**config.mk**
```make
export PLATFORM = sky130hd
export DESIGN_NAME = ch_mem_arbiter
export DESIGN_NICKNAME = d
export VERILOG_FILES = /design/src/rtl/ch_mem_pkg.sv /design/src/rtl/rr_arb2.sv /design/src/rtl/ch_mem_arbiter.sv
export SDC_FILE = /design/constraint.sdc
export NUM_CORES = 1
export LEC_CHECK = 0
export CORE_MARGIN = 8
export CORE_UTILIZATION = 39
export CTS_CLUSTER_DIAMETER = 80
export DETAILED_ROUTE_END_ITERATION = 8
export PLACE_DENSITY = 0.78
export SLEW_MARGIN = 20
export SYNTH_ARGS = -nofsm -noshare
export SYNTH_HDL_FRONTEND = slang
export SYNTH_SLANG_ARGS = --single-unit
```
**constraint.sdc**
```tcl
create_clock -name clk -period 1.55 [get_ports clk]
set_input_delay 0.155 -clock clk [delete_from_list [all_inputs] [get_ports clk]]
set_output_delay 0.155 -clock clk [all_outputs]
set_load 0.02 [all_outputs]
```
**src/rtl/ch_mem_pkg.sv**
```systemverilog
// Shared constants, FSM state type and address legality helper for the
// cluster-head memory arbiter.
package ch_mem_pkg;

    localparam int unsigned WORD_WIDTH = 16;
    localparam int unsigned MEM_DEPTH  = 32;
    localparam int unsigned CH_WORDS   = MEM_DEPTH / 2;
    localparam int unsigned CNT_W      = $clog2(CH_WORDS);

    typedef enum logic [1:0] {
        IDLE,
        ACCESS,
        CLEAR
    } state_t;

    // A word access must start on an even byte and fit inside the bank.
    function automatic logic addr_illegal(logic [WORD_WIDTH-1:0] addr);
        return addr[0] | (addr > WORD_WIDTH'(MEM_DEPTH - 2));
    endfunction

endpackage

```
**src/rtl/rr_arb2.sv**
```systemverilog
// Two-way round-robin arbiter; the last-grant pointer lives here and is
// advanced only when the caller commits a grant via update.
module rr_arb2 (
    input  logic       clk,
    input  logic       nrst,
    input  logic       req0,
    input  logic       req1,
    input  logic       update,
    output logic [1:0] winner
);

    logic r_last;

    // On a conflict, favour the requester that was not granted last.
    always_comb begin
        winner    = 2'b00;
        winner[0] = req0 & (~req1 | r_last);
        winner[1] = req1 & (~req0 | ~r_last);
    end

    // Pointer starts at 1 so requester 0 wins the first conflict.
    always_ff @(posedge clk or negedge nrst) begin
        if (!nrst) begin
            r_last <= 1'b1;
        end else if (update) begin
            r_last <= winner[1];
        end
    end

endmodule

```
**src/rtl/ch_mem_arbiter.sv**
```systemverilog
// Shares the cluster-head memory bank between the packet handler (req 0) and
// the Q-learning engine (req 1), and sequences a whole-bank zero sweep.
// Optional build macro CH_MEM_ADDR_CHECK_EN adds illegal-address suppression
// and the addr_err output.
module ch_mem_arbiter
    import ch_mem_pkg::*;
(
    input  logic                  clk,
    input  logic                  nrst,
    input  logic                  req0,
    input  logic                  req1,
    input  logic                  we0,
    input  logic                  we1,
    input  logic [WORD_WIDTH-1:0] addr0,
    input  logic [WORD_WIDTH-1:0] addr1,
    input  logic [WORD_WIDTH-1:0] wdata0,
    input  logic [WORD_WIDTH-1:0] wdata1,
    output logic                  gnt0,
    output logic                  gnt1,
    output logic                  rvalid0,
    output logic                  rvalid1,
    output logic [WORD_WIDTH-1:0] rdata,
    input  logic                  clr_start,
    output logic                  clr_busy,
    output logic                  clr_done,
    output logic                  bank_wr_en,
    output logic [WORD_WIDTH-1:0] bank_index,
    output logic [WORD_WIDTH-1:0] bank_data_in,
    input  logic [WORD_WIDTH-1:0] bank_data_out
`ifdef CH_MEM_ADDR_CHECK_EN
    ,
    output logic                  addr_err
`endif
);

    state_t                r_state;
    state_t                w_next_state;
    logic [CNT_W-1:0]      r_cnt;
    logic                  r_id;
    logic                  r_we;
    logic [WORD_WIDTH-1:0] r_addr;
    logic [WORD_WIDTH-1:0] r_wdata;
    logic                  r_rvalid0;
    logic                  r_rvalid1;
    logic [WORD_WIDTH-1:0] r_rdata;
    logic                  r_clr_done;
    logic                  w_arb_update;
    logic [1:0]            w_winner;
    logic                  w_sweep_last;
    logic                  w_addr_ok;

    assign w_arb_update = (r_state == IDLE) & ~clr_start & (req0 | req1);
    assign w_sweep_last = (r_cnt == CNT_W'(CH_WORDS - 1));

`ifdef CH_MEM_ADDR_CHECK_EN
    logic r_err;
    assign w_addr_ok = ~r_err;
    assign addr_err  = (r_state == ACCESS) & r_err;

    // Legality is judged on the request that wins arbitration.
    always_ff @(posedge clk or negedge nrst) begin
        if (!nrst) begin
            r_err <= 1'b0;
        end else if (w_arb_update) begin
            r_err <= addr_illegal(w_winner[1] ? addr1 : addr0);
        end
    end
`else
    assign w_addr_ok = 1'b1;
`endif

    rr_arb2 u_arb (
        .clk    (clk),
        .nrst   (nrst),
        .req0   (req0),
        .req1   (req1),
        .update (w_arb_update),
        .winner (w_winner)
    );

    // Next-state: the sweep beats requests in IDLE; ACCESS lasts one cycle.
    always_comb begin
        w_next_state = r_state;
        case (r_state)
            IDLE: begin
                if (clr_start) begin
                    w_next_state = CLEAR;
                end else if (req0 | req1) begin
                    w_next_state = ACCESS;
                end
            end
            ACCESS:  w_next_state = IDLE;
            CLEAR:   if (w_sweep_last) w_next_state = IDLE;
            default: w_next_state = IDLE;
        endcase
    end

    // Bank port and grant decode from registered state only.
    always_comb begin
        bank_wr_en   = 1'b0;
        bank_index   = '0;
        bank_data_in = '0;
        gnt0         = 1'b0;
        gnt1         = 1'b0;
        case (r_state)
            ACCESS: begin
                bank_wr_en   = r_we & w_addr_ok;
                bank_index   = w_addr_ok ? r_addr : '0;
                bank_data_in = r_wdata;
                gnt0         = ~r_id;
                gnt1         = r_id;
            end
            CLEAR: begin
                bank_wr_en = 1'b1;
                bank_index = WORD_WIDTH'({r_cnt, 1'b0});
            end
            default: ;
        endcase
    end

    assign clr_busy = (r_state == CLEAR);
    assign clr_done = r_clr_done;
    assign rvalid0  = r_rvalid0;
    assign rvalid1  = r_rvalid1;
    assign rdata    = r_rdata;

    // State, sweep counter, captured request and read-return registers.
    always_ff @(posedge clk or negedge nrst) begin
        if (!nrst) begin
            r_state    <= IDLE;
            r_cnt      <= '0;
            r_id       <= 1'b0;
            r_we       <= 1'b0;
            r_addr     <= '0;
            r_wdata    <= '0;
            r_rvalid0  <= 1'b0;
            r_rvalid1  <= 1'b0;
            r_rdata    <= '0;
            r_clr_done <= 1'b0;
        end else begin
            r_state    <= w_next_state;
            r_rvalid0  <= (r_state == ACCESS) & ~r_we & ~r_id;
            r_rvalid1  <= (r_state == ACCESS) & ~r_we & r_id;
            r_clr_done <= (r_state == CLEAR) & w_sweep_last;
            if ((r_state == IDLE) && clr_start) begin
                r_cnt <= '0;
            end else if ((r_state == CLEAR) && !w_sweep_last) begin
                r_cnt <= r_cnt + 1'b1;
            end
            if (w_arb_update) begin
                r_id    <= w_winner[1];
                r_we    <= w_winner[1] ? we1 : we0;
                r_addr  <= w_winner[1] ? addr1 : addr0;
                r_wdata <= w_winner[1] ? wdata1 : wdata0;
            end
            if ((r_state == ACCESS) && !r_we) begin
                r_rdata <= w_addr_ok ? bank_data_out : '0;
            end
        end
    end

endmodule

```
## Word level (Yosys, flattened, before mapping)

Index checks and enable logic that the tools add are counted.

- Bitwise gates (word level): 14
- Muxes and demuxes: 14
- Equal/unequal tests: 5
- Reduce and logical (&&, ||, !) cells: 8
- Add/subtract/negate cells: 1

Operators by type and width:

| operator | count |
|---|---|
| two-way mux 16 bit | 3 |
| case mux 16 bit (2 select lines) | 1 |
| two-way mux 4 bit | 2 |
| AND 1 bit | 7 |
| two-way mux 2 bit | 3 |
| inverter 1 bit | 5 |
| adder 4 x 1 -> 4 bit, second input constant | 1 |
| equality test 4 bit, second input constant | 1 |
| case mux 2 bit (2 select lines) | 1 |
| logical AND 1 bit | 3 |
| two-way mux 1 bit | 3 |
| inequality test 3 x 2 -> 1 bit, second input constant | 1 |
| equality test 2 x 1 -> 1 bit, second input constant | 1 |
| equality test 2 bit, second input constant | 1 |
| logical NOT 1 bit | 2 |
| logical NOT 2 bit | 1 |
| inequality test 2 x 1 -> 1 bit, second input constant | 1 |
| OR 1 bit | 2 |
| case mux 1 bit (2 select lines) | 1 |
| AND reduction 2 bit | 1 |
| nonzero test 2 bit | 1 |

- Output and inout bits: 55
- Flip-flop bits (word level): 60

## Logic depth before layout (Yosys ltp)

- Word-level depth: 5
- Depth in mapped cells: 7
- Mapped depth without buffers: 5

## By module

From an unflattened synthesis, not the netlist that was laid out.

- Cells, all modules: 237
- Area total of the unflattened synthesis: 3353.2 um2

By module, submodules not included:

| module | area each (um2) | cells an instance | instances |
|---|---|---|---|
| ch_mem_arbiter | 3289.4 | 232 | 1 |
| rr_arb2 | 63.8 | 5 | 1 |

## Least setup slack after synthesis

Ideal clock, no wire load.

- Path kind: register to register
- Start point: register r_state[0]
- End point: register r_addr[0]
- Buffers on the path: 1
- Cell stages (with the launch flop): 7
- Clock period less this slack: 1696 ps
- Arrival: 1571 ps
- Required time: 1425 ps
- Path slack: -146 ps
- Cells stage by stage: dfrtp_1 -> inv_1 -> ha_1 -> nand2b_1 -> nor2_2 -> buf_4 -> mux2_4

- Word-level cells in the longest chain between the ends: 3

RTL lines:

| element | RTL line | RTL |
|---|---|---|
| from (decl) | ch_mem_arbiter.sv:36 | `state_t r_state;` |
| from (signal assigned) | ch_mem_arbiter.sv:141 | `r_state <= w_next_state;` |
| logical NOT 2 bit | ch_mem_arbiter.sv:52 | `assign w_arb_update = (r_state == IDLE) & ~clr_start & (req0 \| req1);` |
| AND 1 bit (2 in a row) | ch_mem_arbiter.sv:52 |  |
| to (signal assigned) | ch_mem_arbiter.sv:153 | `r_addr <= w_winner[1] ? addr1 : addr0;` |
| to (decl) | ch_mem_arbiter.sv:41 | `logic [WORD_WIDTH-1:0] r_addr;` |

Every way passes these cells.
A chain may end at the register's enable or synchronous reset.

## Worst setup path after layout

- Start point: register r_state[0]
- End point: register r_wdata[6]

- Word-level cells in the longest chain between the ends: 3

RTL lines:

| element | RTL line | RTL |
|---|---|---|
| logical NOT 2 bit | ch_mem_arbiter.sv:52 |  |
| AND 1 bit (2 in a row) | ch_mem_arbiter.sv:52 |  |
| to (signal assigned) | ch_mem_arbiter.sv:154 | `r_wdata <= w_winner[1] ? wdata1 : wdata0;` |
| to (decl) | ch_mem_arbiter.sv:42 | `logic [WORD_WIDTH-1:0] r_wdata;` |

Every way passes these cells.

==> impl_results.md <==
- Clock transition at path regs: 0.07 ns
- Reg power frac: 0.287
- RePlAce Congestion: 0.761
- Aggregate global routing overflow: 0
- P&R area growth vs syn: 69.5%
- Tmin final: 1.71 ns
- Maximum buffer depth of the clock tree: 2
- WL/cell: 17.1 um
- Status: finished with violations
- First-pass GRT wire length: 14700 um
- Max-cap violations: 0
- I/O Buffers: 141
- HP Class: in -> async
- Worst Setup SP: r_state[0]
- ANT nets after route: 0
- Largest stage delay, worst path: 0.44 ns
- Post-layout util: 0.682
- Final setup margin: -0.158 ns
- Critical-path maximum fanout: 7
- Finish-stage setup viols: 78
- DR pass1 iterations: 4
- CTS tree: yes
- Die area: 11600 um^2
- Synth async-reset ratio: 1.00
- EDFF count, synth: 0
- CP dominant cell by count: buf_6
- Routed wire length: 8950 um
- Clock latency on the worst-skew pair: 0.33 ns
- Delay-heaviest family, CP: buffers and inverters
- Clk network pwr share: 0.129
- Yosys reg bits: 60
- Gate power share: 0.584
- Share of layout cells above drive strength 1: 0.495
- Crit path required time: 1.76 ns
- Pwr Density: 1740 nW/um^2
- Critical Path, Cell by Cell: inv_2, buf_6, ha_4, nand2b_4, nor2_4, buf_6, buf_12, mux2_4
- Number of global-route vias before repair: 2918
- Clock buffer count from CTS: 9
- Mapped Area: 3290 um^2
- Initial DRC count: 54
- Largest net degree at the start of global routing: 61
- Worst setup SP type: flip-flop
- RSZ-0062 raised after global routing: true
- Most used flip-flop cell after synthesis: dfrtp_1
- Mapped Cells: 238
- Total inserted antenna cells: 0
- Placed cell count: 493
- Clk root buf: clkbuf_8
- Yosys warns: 0
- Placeable Area: 8180 um^2
- Netlist cell types: 35
- Slowest cell on the critical path: dfrtp_2
- Layout Cells excl Fill: 523
- GRT Util Overall: 0.159
- Post-layout nets: 505
- Endpoints failing hold: 0
- Initial antenna violation count: 0
- DR vias/cell: 4.75
- Setup TNS: -6.11 ns
- Clk sinks: 60
- Die width: 108 um
- Fmax: 585 MHz
- DIE HEIGHT: 108 um
- I/O Pins: 142
- Detailed placement HPWL: 6550 um
- Mapped Nets: 329
- Worst slew pin tran: 0.311 ns
- Initial Util: 0.402
- Peak VDD IR: 0.668 mV
- Htree depth: 3
- Sequential element share of the synthesized area: 0.457
- Critical Path AT: 1.92 ns
- CP endpoint kind: flip-flop
- Final Cycle Share: 1.10
- Row count: 33
- Sw Share: 0.337
- Switch Pwr: 3.28 mW
- Layout Skew: 0.0100 ns
- Avg Cell Area, Syn: 13.8 um^2
- Pins Over Slew Limit: 0
- Min Hold Slack: 0.357 ns
- Routed vias: 2484
- Kind of critical path: reg -> reg
- Pleak: 2.53 nW
- DRC Markers: 0
- Failing checks: negative setup slack
- Worst Path Buf+Inv: 4
- FF-to-FF Start: r_state[0]
- Worst slew margin relative to its limit: 0.793
- Internal power: 6.44 mW
[cell usage after synthesis, drive strengths merged, types with 4 or more instances]
library cell | number | area (um^2)
nand2 | 4 | 15.0
inv | 5 | 18.8
ha | 4 | 50.1
a22oi | 4 | 30.0
clkbuf | 4 | 15.0
nor2b | 7 | 43.8
a21oi | 4 | 20.0
mux2 | 82 | 1140
dfrtp | 59 | 1480
and2 | 29 | 181
buf | 10 | 109
nor2 | 6 | 25.0
[power by group through the flow]
| stage | Combinational (mW) | Clock, mW | Sequential [mW] |
|---|---|---|---|
| finish | 5.68 | 1.25 | 2.79 |
| global route | 6.01 | 1.37 | 2.90 |
| CTS | 5.41 | 1.30 | 2.77 |
| detailed placement | 4.76 | 0 | 2.74 |
| global placement | 4.67 | 0 | 2.73 |
| floorplan | 2.64 | 0 | 2.93 |
[cells in the final DEF (no fill, tap or decap), types with 2 or more instances in the layout]
| master | n |
|---|---|
| nor2b_1 | 2 |
| and2_4 | 15 |
| buf_6 | 42 |
| clkinvlp_4 | 2 |
| and2_1 | 14 |
| nor2_1 | 5 |
| a22oi_2 | 4 |
| inv_2 | 3 |
| mux2_4 | 63 |
| nand3_1 | 2 |
| buf_12 | 7 |
| mux2_2 | 19 |
| ha_4 | 3 |
| nand2_1 | 4 |
| buf_16 | 3 |
| inv_1 | 2 |
| buf_4 | 20 |
| clkinv_2 | 2 |
| clkbuf_8 | 11 |
| nand2b_4 | 2 |
| nor2b_4 | 4 |
| clkdlybuf4s50_1 | 104 |
| dfrtp_1 | 58 |
| a21oi_1 | 4 |
[sequential cells by signal (all words and copies together), names as in the netlist]
name and count:
rdata 16, r_addr 16, u_arb.r_last 1, r_id 1
r_state 2, r_cnt 4, r_we 1, rvalid0 1
rvalid1 1, r_wdata 16, clr_done 1
[layout make-up]
cell class	count	area (um^2)
tap	105	131
clock buffer	11	151
clock inverter	4	25.0
inverter	5	18.8
fill	564	2600
multi-input combinational	159	1810
sequential	60	1500
timing repair buffer	179	1930
[tightest hold or removal path: cells and delay by family]
family	cells	cell delay [ns]
buf+inv	3	0.93
[routing by layer]
metal  global-route usage  vias up  part of all wire
li1                     -     1181                 -
met1                0.187     1206              0.41
met2                0.267       85              0.51
met3               0.0467       12             0.065
met4               0.0624        0             0.013
met5                    0        -                 0
[final timing paths]
check / slack (ns) / end / depth (start not counted)
setup / recovery: -0.16 / r_wdata[6] / 8
hold / removal: 0.36 / r_cnt[1] / 3
setup reg to reg: -0.16 / r_wdata[6] / 8
hold reg to reg: 0.50 / rdata[1] / 1
max in group asynchronous: 0.90 / u_arb.r_last / 3
min in group clk: 0.43 / rdata[3] / 2
[timing repair]
item                                    CTS  global route
pin swaps                                 4             8
cloned                                    4             1
setup buffers                             7             6
endpoints found under the hold margin    59             0
hold buffers                              1             0
resized for setup                       234            36
endpoints found under the setup margin   86            84
[cell families (layout without fill, tap and decap cells)]
kind of cell               count (synthesis)  count (layout)  share of synthesized area
AOI/OAI and AO/OA                         18              18                     0.0392
buffers and inverters                     19             199                     0.0434
and+or+nand+nor                           54              54                     0.0948
DFF                                       60              60                      0.457
muxes                                     83              83                      0.350
adders and majority gates                  4               4                     0.0152
[stage by stage]
| step | worst slack (ns) | area [um^2] | power [mW] |
|---|---|---|---|
| CTS | -0.154 | 5420 | 9.47 |
| floorplan | -0.0491 | 3340 | 5.56 |
| detailed placement | -0.332 | 4970 | 7.50 |
| global placement | -0.271 | 4970 | 7.40 |
| finish | -0.158 | 5570 | 9.72 |
| global route | -0.213 | 5570 | 10.3 |
Power figures use the tool's default switching activity.
